`config.mk`:
```
export PLATFORM = sky130hd
export DESIGN_NAME = r_type_encoder_flat
export DESIGN_NICKNAME = d
export VERILOG_FILES = /design/src/rtl/opcode_type.sv /design/src/rtl/r_type_encoder_if.sv /design/src/rtl/r_type_fifo.sv /design/src/rtl/r_type_encoder.sv /design/src/flat_wrapper.sv
export SDC_FILE = /design/constraint.sdc
export NUM_CORES = 1
export LEC_CHECK = 0
export CORE_MARGIN = 5
export CORE_UTILIZATION = 57
export DETAILED_ROUTE_END_ITERATION = 12
export PLACE_DENSITY = 0.81
export SLEW_MARGIN = 15
export SYNTH_ARGS = -nofsm -noshare
export SYNTH_HDL_FRONTEND = slang
export SYNTH_SLANG_ARGS = --single-unit
```
`constraint.sdc`:
```
create_clock -name clk -period 4 [get_ports clk]
set_clock_uncertainty 0.1 [all_clocks]
set_input_delay 0.8 -clock clk [delete_from_list [all_inputs] [get_ports clk]]
set_output_delay 0.8 -clock clk [all_outputs]
set_load 0.02 [all_outputs]
```
`src/rtl/opcode_type.sv`:
```
// Shared RV32I opcode definitions: R-type operation kinds and their funct field mapping.
// Used by both the R-type encoder and the matching decoder.
package opcode_type;

  typedef enum logic [3:0] {
    rak_add  = 4'd0,
    rak_sub  = 4'd1,
    rak_sll  = 4'd2,
    rak_slt  = 4'd3,
    rak_sltu = 4'd4,
    rak_xor  = 4'd5,
    rak_srl  = 4'd6,
    rak_sra  = 4'd7,
    rak_or   = 4'd8,
    rak_and  = 4'd9
  } reg_arith_kind_t;

  localparam logic [6:0] OPCODE_OP   = 7'b0110011;
  localparam logic [6:0] FUNCT7_BASE = 7'b0000000;
  localparam logic [6:0] FUNCT7_ALT  = 7'b0100000;

  typedef struct packed {
    logic       legal;
    logic [6:0] funct7;
    logic [2:0] funct3;
  } r_fields_t;

  // Encodings outside the ten members come back with legal = 0.
  function automatic r_fields_t rak_fields(input reg_arith_kind_t kind);
    r_fields_t f;
    f.legal  = 1'b1;
    f.funct7 = FUNCT7_BASE;
    f.funct3 = 3'b000;
    case (kind)
      rak_add:  f.funct3 = 3'b000;
      rak_sub:  begin f.funct3 = 3'b000; f.funct7 = FUNCT7_ALT; end
      rak_sll:  f.funct3 = 3'b001;
      rak_slt:  f.funct3 = 3'b010;
      rak_sltu: f.funct3 = 3'b011;
      rak_xor:  f.funct3 = 3'b100;
      rak_srl:  f.funct3 = 3'b101;
      rak_sra:  begin f.funct3 = 3'b101; f.funct7 = FUNCT7_ALT; end
      rak_or:   f.funct3 = 3'b110;
      rak_and:  f.funct3 = 3'b111;
      default:  f.legal  = 1'b0;
    endcase
    return f;
  endfunction

endpackage

```
`src/rtl/r_type_encoder_if.sv`:
```
// Request/response bus of the R-type encoder. Both sides use valid/ready:
// a transfer happens on a rising edge where valid && ready; valid must not depend on ready.
interface r_type_encoder_if;

  logic                         in_valid;
  logic                         in_ready;
  opcode_type::reg_arith_kind_t in_kind;
  logic [4:0]                   in_rd;
  logic [4:0]                   in_rs1;
  logic [4:0]                   in_rs2;
  logic                         out_valid;
  logic                         out_ready;
  logic [31:0]                  out_instr;
  logic [31:0]                  out_addr;

  modport slave (
    input  in_valid, in_kind, in_rd, in_rs1, in_rs2, out_ready,
    output in_ready, out_valid, out_instr, out_addr
  );

  modport master (
    output in_valid, in_kind, in_rd, in_rs1, in_rs2, out_ready,
    input  in_ready, out_valid, out_instr, out_addr
  );

endinterface

```
`src/rtl/r_type_fifo.sv`:
```
// Synchronous FIFO with flush; DEPTH must be a power of two so pointers wrap naturally.
// count disambiguates full from empty; rdata reads 0 while empty.
module r_type_fifo #(
  parameter  int DEPTH = 4,
  parameter  int W     = 64,
  localparam int AW    = $clog2(DEPTH),
  localparam int CW    = AW + 1
) (
  input  logic          clk,
  input  logic          rst,
  input  logic          flush,
  input  logic          push,
  input  logic [W-1:0]  wdata,
  input  logic          pop,
  output logic [W-1:0]  rdata,
  output logic          full,
  output logic [CW-1:0] count
);

  logic [W-1:0]  mem [DEPTH];
  logic [AW-1:0] wr_ptr;
  logic [AW-1:0] rd_ptr;
  logic          do_push;
  logic          do_pop;
  logic          empty;

  assign full  = (count == CW'(DEPTH));
  assign empty = (count == '0);
  // A full FIFO refuses pushes even when a pop happens in the same cycle.
  assign do_push = push && !full && !flush && !rst;
  assign do_pop  = pop && !empty && !flush && !rst;
  assign rdata   = empty ? '0 : mem[rd_ptr];

  always_ff @(posedge clk) begin
    if (do_push) mem[wr_ptr] <= wdata;
  end

  always_ff @(posedge clk) begin
    if (rst || flush) begin
      wr_ptr <= '0;
      rd_ptr <= '0;
      count  <= '0;
    end else begin
      if (do_push) wr_ptr <= wr_ptr + 1'b1;
      if (do_pop)  rd_ptr <= rd_ptr + 1'b1;
      case ({do_push, do_pop})
        2'b10:   count <= count + 1'b1;
        2'b01:   count <= count - 1'b1;
        default: count <= count;
      endcase
    end
  end

endmodule

```
`src/rtl/r_type_encoder.sv`:
```
// Buffered RV32I R-type encoder: encodes (kind, rd, rs1, rs2) requests and queues each
// word with a sequential byte address. Illegal kinds are consumed, dropped, and flagged in err.
module r_type_encoder
  import opcode_type::*;
#(
  parameter  int          DEPTH     = 4,
  parameter  logic [31:0] BASE_ADDR = 32'h0000_0000,
  localparam int          CW        = $clog2(DEPTH) + 1
) (
  input  logic              clk,
  input  logic              rst,
  input  logic              flush,
  r_type_encoder_if.slave   bus,
  output logic [CW-1:0]     count,
  output logic              err
);

  r_fields_t   fields;
  logic        full;
  logic        accept;
  logic        push;
  logic        pop;
  logic [31:0] addr_q;
  logic [31:0] instr;
  logic [63:0] head;

  assign fields = rak_fields(bus.in_kind);
  assign instr  = {fields.funct7, bus.in_rs2, bus.in_rs1, fields.funct3, bus.in_rd, OPCODE_OP};

  assign bus.in_ready  = !full;
  assign bus.out_valid = (count != '0);
  assign accept = bus.in_valid && bus.in_ready;
  assign push   = accept && fields.legal;
  assign pop    = bus.out_valid && bus.out_ready;

  assign bus.out_addr  = head[63:32];
  assign bus.out_instr = head[31:0];

  r_type_fifo #(.DEPTH(DEPTH), .W(64)) u_fifo (
    .clk   (clk),
    .rst   (rst),
    .flush (flush),
    .push  (push),
    .wdata ({addr_q, instr}),
    .pop   (pop),
    .rdata (head),
    .full  (full),
    .count (count)
  );

  // The address only advances for words actually stored; it wraps modulo 2^32.
  always_ff @(posedge clk) begin
    if (rst || flush) begin
      addr_q <= BASE_ADDR;
      err    <= 1'b0;
    end else begin
      if (push) addr_q <= addr_q + 32'd4;
      if (accept && !fields.legal) err <= 1'b1;
    end
  end

endmodule

```
`src/flat_wrapper.sv`:
```
// flat-port wrapper written by rule: the top's interface ports become plain ports
module r_type_encoder_flat import opcode_type::*;
#(
  parameter  int          DEPTH     = 4,
  parameter  logic [31:0] BASE_ADDR = 32'h0000_0000,
  localparam int          CW        = $clog2(DEPTH) + 1
)
  (clk, rst, flush, count, err, bus_in_valid, bus_in_kind, bus_in_rd, bus_in_rs1, bus_in_rs2, bus_out_ready, bus_in_ready, bus_out_valid, bus_out_instr, bus_out_addr);
  r_type_encoder_if bus_i ();
  input  logic clk;
  input  logic rst;
  input  logic flush;
  output logic [CW-1:0] count;
  output logic err;
  input wire logic [$bits(bus_i.in_valid)-1:0] bus_in_valid;
  input wire logic [$bits(bus_i.in_kind)-1:0] bus_in_kind;
  input wire logic [$bits(bus_i.in_rd)-1:0] bus_in_rd;
  input wire logic [$bits(bus_i.in_rs1)-1:0] bus_in_rs1;
  input wire logic [$bits(bus_i.in_rs2)-1:0] bus_in_rs2;
  input wire logic [$bits(bus_i.out_ready)-1:0] bus_out_ready;
  output wire logic [$bits(bus_i.in_ready)-1:0] bus_in_ready;
  output wire logic [$bits(bus_i.out_valid)-1:0] bus_out_valid;
  output wire logic [$bits(bus_i.out_instr)-1:0] bus_out_instr;
  output wire logic [$bits(bus_i.out_addr)-1:0] bus_out_addr;
  assign bus_i.in_valid = bus_in_valid;
  assign bus_i.in_kind = bus_in_kind;
  assign bus_i.in_rd = bus_in_rd;
  assign bus_i.in_rs1 = bus_in_rs1;
  assign bus_i.in_rs2 = bus_in_rs2;
  assign bus_i.out_ready = bus_out_ready;
  assign bus_in_ready = bus_i.in_ready;
  assign bus_out_valid = bus_i.out_valid;
  assign bus_out_instr = bus_i.out_instr;
  assign bus_out_addr = bus_i.out_addr;
  r_type_encoder #(.DEPTH(DEPTH), .BASE_ADDR(BASE_ADDR)) u_core (.clk(clk), .rst(rst), .flush(flush), .bus(bus_i), .count(count), .err(err));
endmodule
```
==> reports/summary.log <==
[critical_path] Crit Path Class reg2out
[placement] instance area after placement 10700 um2
[hold_path] Cells on Worst Hold Path 2
[global_routing] global-route wire length before repair 30800 um
[floorplan] core area 16600 um2
[global_routing] pin count of the biggest net entering global routing 36
[route] Routed WL 19200 um
[critical_path] reg-to-reg endpoint u_core.u_fifo.count[2]$_SDFFE_PP0P_
[cts] cells resized by post-CTS repair 0
[yosys] count of cell types in the netlist 45
[yosys] count of flip-flops with a built-in enable after synthesis 196
[cts] count of H-tree levels built during CTS 1
[yosys] ys flop type sky130_fd_sc_hd__edfxtp_1
[cts] clock transition at the registers of the reported paths 0.06 ns
[cts] hold-fix buffer count after cts 0
[critical_path] setup slack on the worst flop-to-flop path 0.95 ns
[timing] final count of negative-setup-slack endpoints 0
[critical_path] maximum fanout along the worst path 21
[outcome] outcome complete, no violations
[timing] normalized max-slew margin 35.8%
[hold_path] type of the worst min-delay path reg2reg
[cts] number of buffers added by the clock tree synthesis step 22
[final_layout] Final Instance Area 11400 um2
[timing] RSZ-0062 raised after global routing no
[route] Vias per Instance 6.15
[floorplan] total I/O pin count 94
[cts] clock tree from TritonCTS built
[hold_path] hold endpoint u_core.err$_SDFFE_PP0P_
[route] DR vias 5557
[route] DRC 0
[route] Routed Antenna Nets 0
[placement] placer congestion estimate 0.810
[critical_path] sequence of cells on the critical path buf_4 > mux4_2 > and2_1 > clkdlybuf4s50_1
[floorplan] Die Area 19600 um2
[final_layout] Filler Cell Count 1048
[cts] total clock sinks 236
[global_routing] antenna violations before repair 0
[final_layout] post-layout util 68.8%
[cts] buffers inserted by post-CTS timing repair 0
[floorplan] Die Width 140 um
[floorplan] std cell rows 47
[placement] HPWL after detailed placement 11900 um
[global_routing] residual overflow from global routing 0
[floorplan] effective utilization at floorplan 58.2%
[yosys] Avg Cell Area, Syn 16.5 um2
[timing] number of hold-slack violations in the final timing report 0
[floorplan] die height 140 um
[route] average wire per cell in the routed design 21.2 um
[critical_path] delay of the slowest cell on the worst path 0.67 ns
[cts] root cell of the clock tree sky130_fd_sc_hd__clkbuf_16
[critical_path] worst path required time 3.10 ns
[timing] timing-limited maximum frequency 0.274 GHz
[power] overall power of the completed layout 4.82 mW
[power] Peak supply drop 0.000326 V
[timing] sum of negative setup slack 0 ns
[route] Iteration-0 DRC Markers 560
[timing] crit path time final 3.64 ns
[critical_path] Critical Path Source Type flop
[final_layout] number of inserted diodes 0
[yosys] number of instances in the synthesized netlist 584
[hold_path] critical hold path startpoint u_core.err$_SDFFE_PP0P_
[timing] number of max-slew violations in the final report 0
[final_layout] share of post-route cells with drive strength above 1 15.8%
[timing] transition time at the pin with the least slew margin 0.963 ns
[final_layout] Synth-to-Final Area Change 18.1%
[yosys] Synth Warn # 0
[power] power density over cell area 423 nW/um2
[yosys] Synth async-reset ratio 0%
[critical_path] type of element capturing the critical path output pin
[global_routing] global routing usage summed across all routing layers 19.6%
[power] cell leakage power 3.72 nW
[critical_path] Reg-to-Reg Start u_core.u_fifo.count[2]$_SDFFE_PP0P_
[cts] maximum root-to-sink buffer count 3
[yosys] part of the Yosys area used for sequential elements 69.2%
[critical_path] cell with the biggest individual delay on the critical path sky130_fd_sc_hd__dfxtp_4
[yosys] Synth Cell Area 9660 um2
[placement] cell total after placement 864
[global_routing] via count of the first global-routing pass 5686
[placement] number of port buffers 82
[critical_path] arrival time of data at the critical path endpoint 2.74 ns
[route] TritonRoute pass-1 iters 5
[yosys] post-synthesis register bit count 236
[final_layout] final net count 699
[final_layout] final cell count without fillers 903
[critical_path] logic depth of the worst register-to-register path 10
[cts] clk_lat worst skew 0.50 ns
[timing] Final Cycle Share 91.1%
[run] Max-Cap Viols 0
## metrics by stage
stage          hold WS [ns]  setup slack (ns)
2_1_floorplan         0.370             0.649
4_1_cts               0.395             0.248
5_1_grt               0.420             0.144
6_report              0.394             0.356
3_5_place_dp          0.362             0.544
3_3_place_gp          0.363             0.636
## how the worst max path moves through the flow
stage	from	to	slack, ns	cells after the start
CTS	u_core.u_fifo.count[0]$_SDFFE_PP0P_	bus_out_addr[19]	0.25	4
global route	u_core.u_fifo.count[0]$_SDFFE_PP0P_	bus_out_addr[28]	0.14	4
floorplan	bus_in_kind[1]	u_core.u_fifo.mem[0][0]$_DFFE_PP_	0.65	5
detailed placement	bus_in_kind[3]	u_core.u_fifo.count[2]$_SDFFE_PP0P_	0.54	10
finish	flop	bus_out_addr[18]	0.36	4
global placement	bus_in_kind[2]	u_core.u_fifo.count[2]$_SDFFE_PP0P_	0.64	10
## cell usage after synthesis, types with 2 or more instances
library cell | number | area share (%)
sky130_fd_sc_hd__edfxtp_1 | 196 | 61
sky130_fd_sc_hd__and2_1 | 52 | 3.4
sky130_fd_sc_hd__mux4_2 | 49 | 11
sky130_fd_sc_hd__dfxtp_1 | 40 | 8.3
sky130_fd_sc_hd__a21oi_1 | 23 | 1.2
sky130_fd_sc_hd__or3_1 | 20 | 1.3
sky130_fd_sc_hd__clkbuf_1 | 19 | 0.74
sky130_fd_sc_hd__buf_4 | 16 | 1.2
sky130_fd_sc_hd__nand2_1 | 15 | 0.58
sky130_fd_sc_hd__nor2_1 | 15 | 0.58
sky130_fd_sc_hd__nand4_1 | 13 | 0.84
sky130_fd_sc_hd__and3_1 | 12 | 0.78
sky130_fd_sc_hd__inv_1 | 11 | 0.43
sky130_fd_sc_hd__o21ai_0 | 10 | 0.52
sky130_fd_sc_hd__or4_1 | 10 | 0.78
sky130_fd_sc_hd__nand3_1 | 9 | 0.47
sky130_fd_sc_hd__o31ai_1 | 9 | 0.70
sky130_fd_sc_hd__buf_2 | 6 | 0.31
sky130_fd_sc_hd__ha_1 | 6 | 0.78
sky130_fd_sc_hd__o311ai_0 | 5 | 0.45
sky130_fd_sc_hd__o41ai_1 | 5 | 0.45
sky130_fd_sc_hd__xnor2_1 | 5 | 0.45
sky130_fd_sc_hd__mux2i_1 | 4 | 0.41
sky130_fd_sc_hd__xor2_1 | 4 | 0.36
sky130_fd_sc_hd__and4_1 | 3 | 0.27
sky130_fd_sc_hd__nor4_1 | 3 | 0.19
sky130_fd_sc_hd__a31oi_1 | 2 | 0.13
sky130_fd_sc_hd__buf_1 | 2 | 0.078
sky130_fd_sc_hd__buf_6 | 2 | 0.23
sky130_fd_sc_hd__nand4_2 | 2 | 0.26
sky130_fd_sc_hd__nor3_1 | 2 | 0.10
## flip-flops by register name, indices dropped and copies added (netlist names), named ones only
signal,cells
u_core.u_fifo.mem,196
u_core.addr_q,30
u_core.u_fifo.count,3
u_core.u_fifo.rd_ptr,2
u_core.u_fifo.wr_ptr,2
u_core.err,1
## critical path, delay by kind of cell, from the launching register on
family	cells	cell delay [ns]
buf+inv	2	0.87
flops	1	0.67
mux	1	0.53
simple gates	1	0.18
## logic make-up after synthesis
kind of cell / Yosys count / share of synthesized area, %
AND/OR/NAND/NOR: 163 / 10.3
XOR/XNOR: 9 / 0.816
other: 1 / 0.0388
AO/OA/AOI/OAI: 58 / 3.77
adder cells (fa/ha/maj): 7 / 0.984
flip-flops: 236 / 69.2
multiplexers: 53 / 11.8
buffers and inverters: 57 / 3.07
## cell type report
cell class | instances | area [um2] | area share (%)
clock buffers | 29 | 607 | 5.32
inverters | 12 | 45.0 | 0.395
clock inverters | 10 | 111 | 0.976
flip-flops and latches | 236 | 6690 | 58.7
well taps | 220 | 275 | 2.41
multi-input cells | 301 | 2720 | 23.8
repair buffers | 95 | 956 | 8.38
## power breakdown
part	switching (mW)	internal, mW
logic	0.0717	0.0488
clock network	0.845	1.20
registers	0.00507	2.65
## cell usage in the layout (no fill, tap or decap), types with 4 or more instances in the layout
cell type / netlist / final
sky130_fd_sc_hd__o41ai_1: 5 / 5
sky130_fd_sc_hd__nand3_1: 9 / 9
sky130_fd_sc_hd__nor2_1: 15 / 15
sky130_fd_sc_hd__inv_1: 11 / 11
sky130_fd_sc_hd__nand4_1: 13 / 13
sky130_fd_sc_hd__mux2i_1: 4 / 4
sky130_fd_sc_hd__or3_1: 20 / 20
sky130_fd_sc_hd__clkbuf_1: 19 / 4
sky130_fd_sc_hd__o21ai_0: 10 / 10
sky130_fd_sc_hd__o311ai_0: 5 / 5
sky130_fd_sc_hd__buf_4: 16 / 10
sky130_fd_sc_hd__edfxtp_1: 196 / 196
sky130_fd_sc_hd__clkbuf_16: 0 / 22
sky130_fd_sc_hd__clkdlybuf4s50_1: 0 / 82
sky130_fd_sc_hd__nand2_1: 15 / 15
sky130_fd_sc_hd__xnor2_1: 5 / 5
sky130_fd_sc_hd__a21oi_1: 23 / 23
sky130_fd_sc_hd__and3_2: 0 / 4
sky130_fd_sc_hd__conb_1: 1 / 11
sky130_fd_sc_hd__ha_1: 6 / 6
sky130_fd_sc_hd__and2_1: 52 / 52
sky130_fd_sc_hd__o31ai_1: 9 / 9
sky130_fd_sc_hd__mux4_2: 49 / 49
sky130_fd_sc_hd__xor2_1: 4 / 4
sky130_fd_sc_hd__dfxtp_1: 40 / 38
sky130_fd_sc_hd__and3_1: 12 / 8
sky130_fd_sc_hd__or4_1: 10 / 10
## layer usage
layer,vias to the layer above,share of wire [%],track usage (%)
met5,-,0,0
met4,0,2.3,5.86
met3,37,8.2,4.60
met2,252,48,31.4
met1,2825,42,27.3
li1,2443,-,-
(Power assumes the default switching activity.)
==> RTL change: new RTL, same flow settings <==
Register the output `count`, without a reset; this adds one clock of latency there. The other outputs are not delayed to match.
--- a/src/rtl/r_type_encoder.sv
+++ b/src/rtl/r_type_encoder.sv
@@ -16,4 +16,6 @@
 );
 
+  logic [CW-1:0] count_d;
+
   r_fields_t   fields;
   logic        full;
@@ -29,5 +31,5 @@
 
   assign bus.in_ready  = !full;
-  assign bus.out_valid = (count != '0);
+  assign bus.out_valid = (count_d != '0);
   assign accept = bus.in_valid && bus.in_ready;
   assign push   = accept && fields.legal;
@@ -46,5 +48,5 @@
     .rdata (head),
     .full  (full),
-    .count (count)
+    .count (count_d)
   );
 
@@ -60,4 +62,8 @@
   end
 
+  always_ff @(posedge clk) begin
+    count <= count_d;
+  end
+
 endmodule
 
Function: changed (Yosys sat finds a counterexample within 4 cycles, from zero or initial values).
==> RTL change against the original RTL <==
  * Utilization increased by 0.47 points
  * First-iteration DRC count down 33%
  * Total power rose by 6.0%
  * Critical path depth did not move
  * Worst setup slack worse by 58 ps
  * Cell area grew 0.68%
  * Sequential cell count rose by 3
  * Routed wire length is 6.3% higher
  * Area after synthesis decreased by 0.10%
  * Die area is essentially flat
  * Largest cell class unchanged
  * Largest power group unchanged
  * Highest routed layer unchanged
==> RTL change: results (changes against the original RTL) <==
status:
  status: "finished clean"  # unchanged
yosys:
  synthTopCellsByArea: "edfxtp_1, mux4_2, dfxtp_1"  # unchanged
  avgSynthCellArea_um2: 16.69  # was 16.54 um^2
  synth_adder_area_share: 0.009855  # was 0.009845
  synth-main-ff-cell: "edfxtp_1"  # unchanged
  async_flop_share: 0  # unchanged
  synthMuxAreaShare: 0.1154  # was 0.1184
  synth_compound_area_frac: 0.03916  # was 0.03769
  ys_seq_area_frac: 0.6992  # was 0.6922
  ys_types: 41  # was 45
  synth_xor_area_frac: 0.008169  # was 0.008161
  synth_edf_count: 196  # unchanged
  yosys_warnings: 0  # unchanged
  synth_common_cells: "edfxtp_1, and2_1, mux4_2, dfxtp_1, a21oi_1"  # unchanged
clock_tree:
  postCtsSetupRepairBufs: 0  # unchanged
  htreeDepth: 1  # unchanged
  cts_buffers: 23  # was 22
  cts_root_buffer: "clkbuf_16"  # unchanged
placed_design:
  portBuffers: 82  # unchanged
  routabilityCongestion: 0.7804  # was 0.8104
  dpl.hpwl_mm: 11.89  # was 11.91 mm
  placed_area_mm2: 0.01067  # was 0.01069 mm^2
  dp.cells: 854  # was 864
  pre_cts_slack_ps: 558.4  # was 544.0 ps
worst_setup_path:
  r2r-end: "u_core.u_fifo.count[2]"  # unchanged
  cpLargestDelayFamily: "buffers and inverters"  # unchanged
  reg2reg_depth: 9  # was 10
  cp_max_fo: 25  # was 21
  rrSetupSlack_ps: 1130  # was 950 ps
  cp.arrival_ps: 2800  # was 2740 ps
  crit_path_top_delay_cell: "or3_1"  # was dfxtp_4
  endpoint: "bus_out_addr[17]"  # was bus_out_addr[18]
pwr:
  power.leakage_nw: 3.721  # was 3.722 nW
  peakVddDrop_uv: 294.9  # was 325.7 uV
route:
  dr.pass1.iters: 5  # unchanged
  wl_mm: 20.37  # was 19.16 mm
  drt_iter0_drc: 376  # was 560
  num_vias: 5441  # was 5557
timing:
  period_share: 0.9254  # was 0.9109
  worst_slew_pin_slew_ps: 792.3  # was 963.3 ps
  fin_hold_ws_ps: 305.8  # was 393.8 ps
run:
  drv_cap: 0  # unchanged
hold_path:
  min-delay-start: "u_core.u_fifo.count[2]"  # was u_core.err
  holdPathStages: 0  # was 2
  hold_class: "flop to flop"  # unchanged
  hold_end: "u_core.count[2]"  # was u_core.err
grt:
  grt_pass1_wl_mm: 32.15  # was 30.85 mm
  antenna_found_initial: 0  # unchanged
  grt_start_max_net_pins: 50  # was 36
  globalRouteTotalUtil: 0.2095  # was 0.1962
  grt_pass1_vias: 5685  # was 5686
finish:
  stdcell_count: 895  # was 903
  largestRegisters: "u_core.u_fifo.mem: 196 flops, u_core.addr_q: 30 flops"  # was u_core.u_fifo.mem: 196 flops, u_core.addr_q: 30 flops, u_core.u_fifo.count: 3 flops
  n_antenna_cell: 0  # unchanged
  nNetsFinal: 690  # was 699
  drive_gt1_frac: 0.1600  # was 0.1581
-- RTL change: cell count changes after synthesis, sizes merged, moves of 4 or more --
cell,change
o41ai,-5
or3,-10
buf,+5
o31ai,+10
clkbuf,-4
o311ai,-5
or4,+8
a21oi,+8
-- RTL change: cell type report --
type,count,area [um^2]
Sequential cell,239,6751
Fill cell,1049,5101
Multi-Input combinational cell,293,2644
Timing Repair Buffer,92,958.4
Clock buffer,26,596.8
Tap cell,220,275.3
Clock inverter,15,219.0
Inverter,10,37.54
-- RTL change: power breakdown --
part / total (mW) / switching [mW] / internal, mW
combinational: 0.117 / 0.0711 / 0.0460
sequential: 2.69 / 0.00554 / 2.68
clock: 2.30 / 0.899 / 1.41
total: 5.11 / 0.976 / 4.13
-- RTL change: metal layers --
metal | track usage | up-vias | part of all wire
li1 | - | 2413 | -
met1 | 0.2804 | 2745 | 0.40
met2 | 0.3609 | 255 | 0.52
met3 | 0.03749 | 28 | 0.067
met4 | 0.05303 | 0 | 0.016
met5 | 0 | - | 0
